File: src/rtl/disp_pkg.sv
`default_nettype none
// ============================================================================
// Module  : disp_pkg
// Purpose : Shared constants for the multiplexed seven-segment display path:
//           hex segment patterns, blank/off codes, digit count and the
//           scanner state encoding.
// Ports   : (package - none)
// Rev     : 1.0  initial release
// ============================================================================
package disp_pkg;

  localparam int NUM_DIGITS = 4;

  // Active-low codes: all segments dark, all anodes off.
  localparam logic [7:0] SEG_BLANK = 8'hFF;
  localparam logic [3:0] AN_OFF    = 4'hF;

  // Active-low segment patterns ordered {g,f,e,d,c,b,a}, indexed by nibble.
  localparam logic [6:0] SEG_HEX [16] = '{
    7'b1000000, 7'b1111001, 7'b0100100, 7'b0110000,
    7'b0011001, 7'b0010010, 7'b0000010, 7'b1111000,
    7'b0000000, 7'b0010000, 7'b0001000, 7'b0000011,
    7'b1000110, 7'b0100001, 7'b0000110, 7'b0001110
  };

  // Scanner state encoding.
  localparam logic [0:0] ST_BLANK = 1'b0;
  localparam logic [0:0] ST_DRIVE = 1'b1;

endpackage
`default_nettype wire

File: src/rtl/hex7seg.sv
`default_nettype none
// ============================================================================
// Module  : hex7seg
// Purpose : Combinational nibble to active-low seven-segment decoder.
// Ports   : nibble [3:0] in  - hexadecimal digit
//           seg7   [6:0] out - active-low cathodes {g,f,e,d,c,b,a}
// Rev     : 1.0  initial release
// ============================================================================
module hex7seg
  import disp_pkg::*;
(
  input  logic [3:0] nibble,
  output logic [6:0] seg7
);

  assign seg7 = SEG_HEX[nibble];

endmodule
`default_nettype wire

File: src/rtl/sevenseg_scanner.sv
`default_nettype none
// ============================================================================
// Module  : sevenseg_scanner
// Purpose : Four-digit multiplexed common-anode seven-segment driver.
//           Captures a 16-bit value on a load strobe, double-buffers it so a
//           frame is never torn, and scans the digits with a blanking gap at
//           the start of every digit slot to suppress ghosting.
// Ports   : clk          in      - system clock, rising edge
//           rst_n        in      - asynchronous active-low reset
//           value [15:0] in      - value to display, nibble k -> digit k
//           load         in      - single-cycle capture strobe for value
//           dp_en [3:0]  in      - per-digit decimal point enable (live)
//           an    [3:0]  out     - anode enables, active low
//           seg   [7:0]  out     - cathodes, active low, {dp,g,f,e,d,c,b,a}
//           frame_start  out     - one-cycle pulse as digit 0's slot begins
// Rev     : 1.0  initial release
// ============================================================================
module sevenseg_scanner
  import disp_pkg::*;
#(
  parameter int REFRESH_DIV  = 100000,
  parameter int BLANK_CYCLES = 1000,
  parameter int LZ_SUPPRESS  = 0
) (
  input  logic        clk,
  input  logic        rst_n,
  input  logic [15:0] value,
  input  logic        load,
  input  logic [3:0]  dp_en,
  output logic [3:0]  an,
  output logic [7:0]  seg,
  output logic        frame_start
);

  localparam int              SLOT_W     = $clog2(REFRESH_DIV);
  localparam logic [SLOT_W-1:0] SLOT_LAST  = SLOT_W'(REFRESH_DIV - 1);
  localparam logic [SLOT_W-1:0] SLOT_BLANK_END = SLOT_W'(BLANK_CYCLES);
  localparam logic [1:0]      DIGIT_LAST = 2'(NUM_DIGITS - 1);
  // With no blanking gap every slot starts directly in DRIVE.
  localparam logic [0:0]      ST_SLOT_START = (BLANK_CYCLES == 0) ? ST_DRIVE : ST_BLANK;

  logic [SLOT_W-1:0] slot_q, slot_d;
  logic [1:0]        digit_q, digit_d;
  logic [0:0]        state_q, state_d;
  logic [15:0]       pending_q, pending_d;
  logic [15:0]       shown_q, shown_d;
  logic [3:0]        an_q, an_d;
  logic [7:0]        seg_q, seg_d;
  logic              frame_start_q, frame_start_d;

  logic              slot_wrap;
  logic              frame_wrap;
  logic [3:0]        nibble;
  logic [6:0]        seg7;
  logic              suppress;

  // --------------------------------------------------------------------------
  // Counters and double buffer
  // --------------------------------------------------------------------------
  always_comb begin
    slot_wrap  = (slot_q == SLOT_LAST);
    frame_wrap = slot_wrap && (digit_q == DIGIT_LAST);
    slot_d     = slot_wrap ? '0 : slot_q + 1'b1;
    digit_d    = slot_wrap ? digit_q + 2'd1 : digit_q;
    pending_d  = load ? value : pending_q;
    // pending_d already carries value on a coincident load, so the new frame
    // picks it up directly.
    shown_d    = frame_wrap ? pending_d : shown_q;
  end

  always_ff @(posedge clk or negedge rst_n) begin
    if (!rst_n) begin
      slot_q    <= '0;
      digit_q   <= 2'd0;
      pending_q <= 16'd0;
      shown_q   <= 16'd0;
    end else begin
      slot_q    <= slot_d;
      digit_q   <= digit_d;
      pending_q <= pending_d;
      shown_q   <= shown_d;
    end
  end

  // --------------------------------------------------------------------------
  // FSM: state register / next state / outputs
  // --------------------------------------------------------------------------
  always_ff @(posedge clk or negedge rst_n) begin
    if (!rst_n) begin
      state_q <= ST_SLOT_START;
    end else begin
      state_q <= state_d;
    end
  end

  // state_q tracks (slot_q < BLANK_CYCLES) by construction.
  always_comb begin
    state_d = state_q;
    if (slot_wrap) begin
      state_d = ST_SLOT_START;
    end else if (slot_d == SLOT_BLANK_END) begin
      state_d = ST_DRIVE;
    end
  end

  assign nibble = shown_q[{digit_q, 2'b00} +: 4];

  hex7seg u_hex7seg (
    .nibble (nibble),
    .seg7   (seg7)
  );

  always_comb begin
    // A digit is a leading zero when it and every more significant nibble
    // are zero; digit 0 always stays lit.
    suppress      = (LZ_SUPPRESS != 0) && (digit_q != 2'd0) &&
                    ((shown_q >> {digit_q, 2'b00}) == 16'd0);
    an_d          = AN_OFF;
    seg_d         = SEG_BLANK;
    frame_start_d = (slot_q == '0) && (digit_q == 2'd0);
    if ((state_q == ST_DRIVE) && !suppress) begin
      an_d  = ~(4'b0001 << digit_q);
      seg_d = {~dp_en[digit_q], seg7};
    end
  end

  always_ff @(posedge clk or negedge rst_n) begin
    if (!rst_n) begin
      an_q          <= AN_OFF;
      seg_q         <= SEG_BLANK;
      frame_start_q <= 1'b0;
    end else begin
      an_q          <= an_d;
      seg_q         <= seg_d;
      frame_start_q <= frame_start_d;
    end
  end

  assign an          = an_q;
  assign seg         = seg_q;
  assign frame_start = frame_start_q;

endmodule
`default_nettype wire

File: config.mk
export PLATFORM = sky130hd
export DESIGN_NAME = sevenseg_scanner
export DESIGN_NICKNAME = d
export VERILOG_FILES = /design/src/rtl/disp_pkg.sv /design/src/rtl/hex7seg.sv /design/src/rtl/sevenseg_scanner.sv
export SDC_FILE = /design/constraint.sdc
export NUM_CORES = 1
export LEC_CHECK = 0
export CAP_MARGIN = 25
export CORE_MARGIN = 3
export CORE_UTILIZATION = 52
export CTS_BUF_LIST = sky130_fd_sc_hd__clkbuf_4 sky130_fd_sc_hd__clkbuf_8
export DETAILED_ROUTE_END_ITERATION = 16
export PLACE_DENSITY = 0.83
export SLEW_MARGIN = 40
export SYNTH_ARGS = -nofsm -noshare
export SYNTH_HDL_FRONTEND = slang
export SYNTH_SLANG_ARGS = --single-unit
File: constraint.sdc
create_clock -name clk -period 1.8 [get_ports clk]
set_clock_uncertainty 0.1 [all_clocks]
set_input_delay 0.18 -clock clk [delete_from_list [all_inputs] [get_ports clk]]
set_output_delay 0.18 -clock clk [all_outputs]
set_load 0.02 [all_outputs]
# Word level (Yosys, flattened, before mapping)
# Memories as Yosys holds them, arrays and structs flattened.
# Index checks and enable logic that the tools add are counted.
# word_totals
register_bits	65
rom_bits	112
output_inout_bits	13
elab_cells	36
mem_count	1
# classes
add_sub_neg	2
order_cmp	2
n_eq_ne	3
shift	2
mux	10
n_bitwise	3
reduce_logical	5
# mem_list
name	depth	word_bits	rd	rd_clocked_by_memory_dff	wr	line_no	rtl
(no name shown)	16	7	1	0	0	hex7seg.sv:16	assign seg7 = SEG_HEX[nibble];
# ops
operator	count
17-bit by 1-bit adder with 17-bit output (second input constant)	1
17-bit by 10-bit == test with 1-bit output (second input constant)	1
17-bit == test (second input constant)	1
17-bit logical NOT	1
17-bit two-way mux	1
16-bit two-way mux	1
16-bit by 5-bit variable part select with 4-bit output	1
7-bit two-way mux	2
8-bit two-way mux	1
5-bit greater-or-equal comparator (second input constant)	1
4-bit inverter with 5-bit output	1
4-bit two-way mux	1
4-bit inverter	1
1-bit by 2-bit << shifter with 4-bit output (first input constant)	1
2-bit by 3-bit less-than comparator with 1-bit output (second input constant)	1
1-bit two-way mux	3
2-bit by 1-bit adder with 2-bit output (second input constant)	1
1-bit binary-select mux with 2-bit select	1
2-bit == test (second input constant)	1
1-bit logical AND	2
2-bit logical NOT	1
2-bit nonzero test	1
1-bit inverter	1

# Longest topological paths before layout
# depth
ltp_word	6
mapped_depth	8

# Modules after synthesis
# Synthesis repeated with hierarchy kept, for this count alone.
# unflattened
cells_unflattened	263
hier_area_um2	3235.6
# by_module_without_submodules
mod	instances	cells_per_inst	area_each_um2	seq_area_each_um2
sevenseg_scanner	1	231	2960.3	1641.6
hex7seg	1	32	275.3	0.0

# Worst setup path before layout
# No wires, ideal clock.
# synth_timing
path_kind	flip-flop to flip-flop
from	register slot_q[0]
to	register shown_q[10]
setup_ns	0.125
arrival_ns	1.797
t_required_ns	1.575
path_slack_ns	-0.222
stages_incl_launch_ff	7
n_path_buf	1
path_cell_list	dfrtp_1 ha_1 nand4_2 nor4_4 nand3_4 buf_6 mux2_4
# synth_between
elab_chain_cells	2
# synth_lines
item	line_no	rtl
start, declared	sevenseg_scanner.sv:42	logic [SLOT_W-1:0] slot_q, slot_d;
start signal, assigned	sevenseg_scanner.sv:78	slot_q <= slot_d;
17-bit == test	sevenseg_scanner.sv:61	slot_wrap = (slot_q == SLOT_LAST);
1-bit logical AND	sevenseg_scanner.sv:62	frame_wrap = slot_wrap && (digit_q == DIGIT_LAST);
end signal, assigned	sevenseg_scanner.sv:81	shown_q <= shown_d;
end, declared	sevenseg_scanner.sv:46	logic [15:0] shown_q, shown_d;
# Every way passes these cells.
# A chain may end at the register's enable or synchronous reset.

# Worst setup path in the final report
# layout_timing
from	register digit_q[0]
to	register seg_q[4], in the netlist seg[4]
# layout_between
elab_chain_cells	6
# layout_lines
item	line_no	rtl
start, declared	sevenseg_scanner.sv:43	logic [1:0] digit_q, digit_d;
start signal, assigned	sevenseg_scanner.sv:79	digit_q <= digit_d;
16-bit by 5-bit variable part select with 4-bit output	sevenseg_scanner.sv:106	assign nibble = shown_q[{digit_q, 2'b00} +: 4];
4-bit inverter with 5-bit output (not written as such)	hex7seg.sv:16	
memory 16 x 7 bit	--	
7-bit two-way mux (not written as such) (2 in series)	hex7seg.sv:16	
8-bit two-way mux	sevenseg_scanner.sv:121	if ((state_q == ST_DRIVE) && !suppress) begin
named net seg_d[4]	sevenseg_scanner.sv:48	logic [7:0] seg_q, seg_d;
end signal, assigned	sevenseg_scanner.sv:134	seg_q <= seg_d;
end, declared	sevenseg_scanner.sv:48	
# The timed path passes the listed nets, and every way through them passes these cells. The select of a mux whose other input is x is not followed.

==> flow_summary.yaml <==
run_status:
  status: "finished with violations"
  violations: "setup timing"
floorplanning:
  core_um2: 5710
  die-area_um2: 7080
  ios: 36
  die_x_um: 84.1
  start_util_pct: 55.6
  dieHeight_um: 84.1
  num_rows: 27
sta:
  setup_tns_ps: -1930
  finalCritPeriodShare_pct: 111
  slew_headroom_pct: 70.9
  tightestPinTransition_ps: 436
  rsz0062_at_grt: "true"
  worst_slack_ps: -193
  slew_viol_final: 0
  setup_violations: 24
  min_period_ps: 1990
  hold_viol: 0
  max_freq_mhz: 502
worst_setup_path:
  critical-path-top-delay-family: "multiplexers"
  critPathKind: "flop to flop"
  cp_max_fo: 5
  critPathCapture: "seg[4]"
  cp_num_cells: 6
  slowest_delay_ps: 640
  crit_path_start: "digit_q[0]"
  start_kind: "flop"
  cp_slowest_cell: "mux4_2"
  worst-path-buf-inv: 0
  worst_ep_required_time_ps: 1960
  cp_cell_sequence: "mux4_2 > ha_4 > nand2_2 > o21ai_0 > o21ai_1 > nand2_1"
  end_kind: "flop"
  r2r_slack_ps: -190
  reg2regPathDepth: 6
  crit-reg2reg-launch: "digit_q[0]"
  arrival_ps: 2150
  r2r_end: "seg[4]"
layout:
  antennaDiodeCount: 0
  final_cell_mix: "dfrtp_1 (49), clkdlybuf4s50_1 (34), buf_4 (34), mux2_2 (23), nand2_1 (21)"
  area_growth_pct: 38.7
  post-route-util_pct: 77.1
  nets: 375
  post_layout_nonfiller_instances: 417
  layout_commonest_cell: "dfrtp_1"
  drive_gt1_share_pct: 43.8
  fillers: 311
clock_tree:
  clockBufferDepth: 2
  htreeDepth: 3
  cts_tree: "yes"
  cts-root-buf: "clkbuf_8"
  clkTransAtPathRegs_ps: 80
  cts.sinks: 65
  cts_made_buffers: 9
  clkLatencyLatePin_ps: 350
power_and_ir_drop:
  cellPowerDensity_nw_per_um2: 672
  peakVddDrop_mv: 0.624
  p_leak_uw: 0.00193
grt:
  grt_overflow_total: 0
  grt_pass1_wl_mm: 11.9
  grt_usage_pct: 21.5
  grt_pass1_vias: 2392
  grt_max_degree: 26
  antenna_found_initial: 0
detailed_routing:
  vias_per_cell: 5.77
  vias: 2408
  dr.pass1.iters: 4
  routed.top_layer: "met4"
  wl_met2_mm: 3.77
  wl_mm: 7.68
  antenna_left: 0
  drt-initial-drc-count: 244
  wl_per_cell_um: 18.4
  drcViolationCount: 0
  wl_met3_um: 512
  wl_met1_mm: 3.18
placement:
  portBuffers: 35
  dp.cells: 390
  place.gp.congestion: 0.905
  dp_hpwl_mm: 4.73
  pre_cts_ws_ps: -128
synth:
  synth_area_um2: 3170
  ys_types: 39
  ys.flop_type: "dfrtp_1"
  synthArstFlopShare_pct: 100
  syn_nets: 294
  synth_warnings: 0
  yosysSeqAreaShare_pct: 51.7
  synth_edf_count: 0
  postSynthAreaPerCell_um2: 12.3
  syn_inst: 259
  ys_seq_elements: 65
flow_run:
  maxCapViolCount: 0
min_path:
  hold_path_class: "input pin to asynchronous set/reset pin"
[cell usage after synthesis (all sizes together) (6+ instances only)]
cell type	n	area share (%)
inv	9	1.1
nand3	9	1.8
buf	10	2.0
mux2	33	13
nor2	15	1.8
nand2	25	3.0
xor2	7	1.9
nand4	7	1.6
dfstp	12	9.9
xnor2	10	2.8
ha	12	4.7
o21ai	9	1.4
clkbuf	6	0.71
dfrtp	53	42
nor4	7	2.5
[worst min-delay path by stage]
| stage | to | cells past startpoint | start |
|---|---|---|---|
| 2_1_floorplan | digit_q[0] | 0 | rst_n |
| 3_3_place_gp | pending_q[9] | 1 | rst_n |
| 3_5_place_dp | pending_q[9] | 1 | rst_n |
| 4_1_cts | pending_q[7] | 2 | rst_n |
| 5_1_grt | pending_q[9] | 2 | rst_n |
| 6_report | pending_q[3] | 2 | rst_n |
[kinds of logic after synthesis]
group | Yosys count | synth area share (%)
mux | 39 | 16.8
flops | 65 | 51.7
xor+xnor | 17 | 4.69
fa+ha+maj | 12 | 4.73
compound gates | 21 | 4.10
simple gates | 80 | 14.2
buf+inv | 25 | 3.75
[area by class of cell]
type | instances | area (um^2) | area share (%)
clock inverter | 6 | 50.0 | 1.14
multi-input combinational | 170 | 1620 | 36.7
inverter | 9 | 38.8 | 0.881
tap | 72 | 90.1 | 2.05
sequential | 65 | 1650 | 37.4
timing repair buffer | 85 | 823 | 18.7
clock buffer | 10 | 138 | 3.13
[per-stage QoR]
stage          hold WS, ps  total power (uW)  cell area (um^2)
6_report               186              2960              4400
5_1_grt                222              3100              4400
4_1_cts                192              2970              4220
3_5_place_dp          24.8              1800              3910
3_3_place_gp          24.5              1790              3910
2_1_floorplan         -216              1670              3240
[flip-flops by register name, summed over array words and instances, names as in the netlist]
signal,cells
an,4
digit_q,2
frame_start,1
pending_q,16
seg,8
shown_q,16
slot_q,17
state_q,1
[worst register-to-register path, cell delays in order (launching register included)]
cell	delay, ps
dfrtp_2	420
mux4_2	650
ha_4	240
nand2_2	80
o21ai_0	130
o21ai_1	220
nand2_1	80
[what timing repair did]
item                                    4_1_cts  5_1_grt
cloned                                        1        0
buffers inserted                              2        7
pin swaps                                     3       14
endpoints found under the setup margin       28       34
hold buffers                                  1        0
resized for setup                            16       28
endpoints found under the hold margin        39        0
[power breakdown]
part           total (uW)  internal, uW  switching, uW
Sequential           1540          1510           25.2
Clock                1160           553            603
Combinational         264           148            115
[layer usage]
layer / vias to the layer above / track usage [%]
li1: 1076 / -
met1: 1193 / 28.5
met2: 109 / 33.2
met3: 30 / 5.63
met4: 0 / 9.50
met5: - / 0
Note: power is estimated with default switching activity, not from simulation.
